`src/rtl/b1_insert_if.sv`:
```
// Bundles the serial frame stream, B1 calculator handshake and inserter outputs.
// master drives the frame and calculator inputs; slave is the inserter itself.
interface b1_insert_if;
  logic       sof;
  logic       sdi;
  logic [7:0] b1pdo;
  logic       b1vld;
  logic       insen;
  logic [7:0] b1inv;
  logic       sdo;
  logic       sofo;
  logic       b1pos;
  logic       frmerr;

  modport master (
    output sof, sdi, b1pdo, b1vld, insen, b1inv,
    input  sdo, sofo, b1pos, frmerr
  );

  modport slave (
    input  sof, sdi, b1pdo, b1vld, insen, b1inv,
    output sdo, sofo, b1pos, frmerr
  );
endinterface

```
`src/rtl/b1_insert.sv`:
```
// STM-1 serial B1 inserter: tracks the bit position within the 19440-bit frame
// and overwrites the B1 byte with the BIP-8 of the previous frame.
// A byte arriving while the B1 window is on air is parked until the window
// closes, so one transmitted B1 byte never mixes bits from two sources.
module b1_insert #(
  parameter int FRMBITS = 19440,
  parameter int B1BIT   = 2160,
  parameter int CNTW    = 15
) (
  input logic        clk155,
  input logic        rst,
  b1_insert_if.slave bus
);

  logic [CNTW-1:0] cnt_q, cnt_d;
  logic [CNTW-1:0] pos;
  logic [7:0]      held_q;
  logic [7:0]      staged_q;
  logic            pend_q;
  logic            vld_q;
  logic            synced_q;
  logic            sdo_q, sofo_q, b1pos_q, frmerr_q;
  logic            win;
  logic            rise;
  logic [2:0]      k;

  // Current bit position (sof forces realignment), window decode and edge detect.
  always_comb begin
    pos   = bus.sof ? '0 : cnt_q;
    cnt_d = (pos == CNTW'(FRMBITS - 1)) ? '0 : pos + CNTW'(1);
    win   = (pos >= CNTW'(B1BIT)) && (pos <= CNTW'(B1BIT + 7));
    k     = 3'(pos - CNTW'(B1BIT));
    rise  = bus.b1vld && !vld_q;
  end

  // Position counter and frame-error detection; first sof after reset only aligns.
  always_ff @(posedge clk155) begin
    if (rst) begin
      cnt_q    <= '0;
      synced_q <= 1'b0;
      frmerr_q <= 1'b0;
    end else begin
      cnt_q    <= cnt_d;
      frmerr_q <= bus.sof && synced_q && (cnt_q != '0);
      if (bus.sof) synced_q <= 1'b1;
    end
  end

  // B1 byte capture; a rise inside the window is staged and applied once it closes.
  always_ff @(posedge clk155) begin
    if (rst) begin
      held_q   <= 8'h00;
      staged_q <= 8'h00;
      pend_q   <= 1'b0;
      vld_q    <= 1'b0;
    end else begin
      vld_q <= bus.b1vld;
      if (pend_q && !win) begin
        held_q <= staged_q;
        pend_q <= 1'b0;
      end
      if (rise) begin
        if (win) begin
          staged_q <= bus.b1pdo;
          pend_q   <= 1'b1;
        end else begin
          held_q   <= bus.b1pdo;
          pend_q   <= 1'b0;
        end
      end
    end
  end

  // Registered serial output with B1 substitution and error-injection mask.
  always_ff @(posedge clk155) begin
    if (rst) begin
      sdo_q   <= 1'b0;
      sofo_q  <= 1'b0;
      b1pos_q <= 1'b0;
    end else begin
      sdo_q   <= (win && bus.insen) ? (held_q[k] ^ bus.b1inv[k]) : bus.sdi;
      sofo_q  <= bus.sof;
      b1pos_q <= win && bus.insen;
    end
  end

  assign bus.sdo    = sdo_q;
  assign bus.sofo   = sofo_q;
  assign bus.b1pos  = b1pos_q;
  assign bus.frmerr = frmerr_q;

endmodule

```
`src/flat_wrapper.sv`:
```
// flat-port wrapper written by rule: the top's interface ports become plain ports
module b1_insert_flat 
#(
  parameter int FRMBITS = 19440,
  parameter int B1BIT   = 2160,
  parameter int CNTW    = 15
)
  (clk155, rst, bus_sof, bus_sdi, bus_b1pdo, bus_b1vld, bus_insen, bus_b1inv, bus_sdo, bus_sofo, bus_b1pos, bus_frmerr);
  b1_insert_if bus_i ();
  input logic clk155;
  input logic rst;
  input wire logic [$bits(bus_i.sof)-1:0] bus_sof;
  input wire logic [$bits(bus_i.sdi)-1:0] bus_sdi;
  input wire logic [$bits(bus_i.b1pdo)-1:0] bus_b1pdo;
  input wire logic [$bits(bus_i.b1vld)-1:0] bus_b1vld;
  input wire logic [$bits(bus_i.insen)-1:0] bus_insen;
  input wire logic [$bits(bus_i.b1inv)-1:0] bus_b1inv;
  output wire logic [$bits(bus_i.sdo)-1:0] bus_sdo;
  output wire logic [$bits(bus_i.sofo)-1:0] bus_sofo;
  output wire logic [$bits(bus_i.b1pos)-1:0] bus_b1pos;
  output wire logic [$bits(bus_i.frmerr)-1:0] bus_frmerr;
  assign bus_i.sof = bus_sof;
  assign bus_i.sdi = bus_sdi;
  assign bus_i.b1pdo = bus_b1pdo;
  assign bus_i.b1vld = bus_b1vld;
  assign bus_i.insen = bus_insen;
  assign bus_i.b1inv = bus_b1inv;
  assign bus_sdo = bus_i.sdo;
  assign bus_sofo = bus_i.sofo;
  assign bus_b1pos = bus_i.b1pos;
  assign bus_frmerr = bus_i.frmerr;
  b1_insert #(.FRMBITS(FRMBITS), .B1BIT(B1BIT), .CNTW(CNTW)) u_core (.clk155(clk155), .rst(rst), .bus(bus_i));
endmodule
```
`config.mk`:
```
export PLATFORM = sky130hd
export DESIGN_NAME = b1_insert_flat
export DESIGN_NICKNAME = d
export VERILOG_FILES = /design/src/rtl/b1_insert_if.sv /design/src/rtl/b1_insert.sv /design/src/flat_wrapper.sv
export SDC_FILE = /design/constraint.sdc
export NUM_CORES = 1
export LEC_CHECK = 0
export ABC_AREA = 1
export BUFFER_PORTS_ARGS = -buffer_cell sky130_fd_sc_hd__buf_2
export CAP_MARGIN = 20
export CORE_MARGIN = 1
export CORE_UTILIZATION = 43
export DETAILED_ROUTE_END_ITERATION = 12
export HOLD_SLACK_MARGIN = 0.1
export PLACE_DENSITY_LB_ADDON = 0.05
export SLEW_MARGIN = 10
export SYNTH_ARGS = -nofsm -noshare
export SYNTH_HDL_FRONTEND = slang
export SYNTH_SLANG_ARGS = --single-unit
export TNS_END_PERCENT = 5
```
`constraint.sdc`:
```
create_clock -name clk155 -period 2.63 [get_ports clk155]
set_input_delay 0.3945 -clock clk155 [delete_from_list [all_inputs] [get_ports clk155]]
set_output_delay 0.3945 -clock clk155 [all_outputs]
set_load 0.02 [all_outputs]
```
==> results.cfg <==
[sta]
worstMarginPinSlew_ns = 0.472
setup_tns_ns = 0
hold_ws_ns = 0.335
timing.slew.headroom_pct = 68.2
layout_setup_ws_ns = 0.609
max_freq_ghz = 0.495
setup_viol = 0
fin_crit_ns = 2.02
rsz0062_at_grt = false
drv_slew = 0
finalCritPeriodShare_pct = 76.8
hold_violations = 0
clock_skew_ns = 0.00582

[synth]
ys_ff_latch = 38
async_flop_share_pct = 0
synth-seq-area-share_pct = 35.0
synth_edf_count = 0
ys.flop_type = dfxtp_1
avgSynthCellArea_um2 = 6.70
yosys_warnings = 0
postSynthCellCount = 324
synth_area_leaders = dfxtp_1 (35%), nand2_1 (12%), nand3_1 (9.0%)
syn_nets = 347
netlist_top_cells_count = nand2_1 (71), inv_1 (47), nand3_1 (39)
yosysMostFrequentCell = nand2_1
syn_area_um2 = 2170
synth_largest_area_cell = dfxtp_1
synth.top_cell.area_share_pct = 35.0
ys_types = 34

[global_route]
grt_pass1_wl_um = 8340
grt_antenna_before_repair = 0
track_usage_pct = 20.1
gr-total-overflow = 0
grt_pass1_vias = 1836
grt_max_degree = 20

[placed_design]
dp_slack_ns = 0.375
placedInstanceArea_um2 = 2320
hpwl_um = 3730
globalplace.congestion = 0.925
portBuffers = 25
dpl.cell_count = 409

[layout]
final_cells = 416
nets = 372
antenna_cells = 0
final_layout_size_suffix_gt1_share_pct = 15.8
final_area_um2 = 2400
area_delta_synth_final_pct = 10.5

[route]
ant_nets = 0
vias_per_cell = 4.98
wl_per_cell_um = 11.9
wl_um = 4930
route.detailed.drc = 0
drt-initial-drc-count = 110
firstDrtPassIters = 4
vias = 2072

[critical_path]
crit_fanout = 12
startpoint = u_core.cnt_q[1]
reg2reg_from = u_core.cnt_q[1]
startpoint_type = flop
crit_required_ns = 2.79
cp.arrival_ns = 2.19
crit_path_end_kind = flop
critPathKind = reg -> reg

[job]
cap_viol_max_count = 0

[die]
die_x_um = 73.1
fp.dieArea_um2 = 5340
die_h_um = 73.1
fp-row-count = 25
start_util_pct = 45.4
io_pins = 26
core_area_um2 = 4790

[clock_network]
clockBufferDepth = 2
postCtsSetupBuffers = 0
cts_hold_buf = 0
root_buffer = clkbuf_8
cts_made_buffers = 5
clk_pin_slew_ns = 0.07
ctsResizeCount = 0
h-tree-depth = 2
cts.sinks = 38
clock_latency_ns = 0.29
cts_tree = done

[run_status]
status = finished, final reports clean

[hold_path]
min_from = bus_b1vld
hp-class = in -> reg

[pwr]
p_per_area_nw_per_um2 = 454
p_leak_nw = 1.03
ir_worst_vdd_mv = 0.280
==> power breakdown <==
part	switching (W)	internal [W]	leakage (nW)
sequential	0.00000793	0.000588	0.309
combinational	0.0000677	0.0000399	0.687
clock	0.000203	0.000183	0.0383
total	0.000279	0.000811	1.03
==> registers in the layout (all words and copies together), names as in the netlist <==
name and count:
u_core.bus.b1pos 1, u_core.cnt_q 15, u_core.vld_q 1, u_core.staged_q 8, u_core.synced_q 1, u_core.bus.sofo 1
u_core.bus.frmerr 1, u_core.bus.sdo 1, u_core.held_q 8, u_core.pend_q 1
==> critical path, stage by stage (launching register included) <==
cell and delay (ns):
dfxtp_1 0.35, inv_1 0.07, nor2_4 0.18, ha_1 0.20, nand2_1 0.09, nor2_1 0.20
inv_1 0.08, nor4_1 0.19, nor2_1 0.11, inv_1 0.34, nor3b_1 0.09
==> cells by family after synthesis <==
family          Yosys count  synth area share (%)
buf+inv                  59                  12.5
xor+xnor                  4                  1.61
compound gates           44                  10.8
simple gates            178                  39.4
flops                    38                  35.0
fa+ha+maj                 1                 0.576
==> per-stage QoR <==
step / total power (W) / utilization, %
after global routing: 0.00114 / 50.1
after global placement: 0.000717 / 48.5
final: 0.00109 / 50.1
after detailed placement: 0.000718 / 48.5
after CTS: 0.00110 / 50.1
after floorplan: 0.000682 / -
==> layout make-up <==
class	count	area [um^2]
inverters	50	200
repair buffers	27	140
well taps	67	83.8
multi-input cells	227	1140
flip-flops and latches	38	761
clock buffers	7	76.3
fillers	523	2390
==> cells in the final DEF (no fill, tap or decap), types with 3 or more instances in the layout <==
master,netlist,routed
nand2_1,71,71
inv_1,47,47
nand3_1,39,39
dfxtp_1,38,38
nor2_1,27,27
a21oi_1,25,25
buf_2,3,25
nand4_1,11,11
o21ai_0,10,10
nand2_2,5,5
nor2_2,5,5
nor4_1,5,5
clkbuf_8,0,5
nor3_1,4,4
o21ai_1,3,3
nand2_4,3,3
or2_2,3,3
o211ai_1,3,3
xor2_1,3,3
==> layer usage <==
metal  vias to the layer above  wire (um)  global-route usage (%)
met1                       928       2670                    30.1
met4                         0         51                    5.23
met5                         -          0                       0
met3                         4        165                    4.14
li1                       1102          -                       -
met2                        38       2050                    28.9
==> final timing paths <==
kind / endpoint / slack, ns / cells past startpoint
hold / removal: u_core.vld_q / 0.34 / 3
setup reg to reg: u_core.cnt_q[2] / 0.61 / 10
setup / recovery: u_core.cnt_q[2] / 0.61 / 10
hold reg to reg: u_core.staged_q[0] / 0.45 / 2
Note: power is estimated with default switching activity, not from simulation.
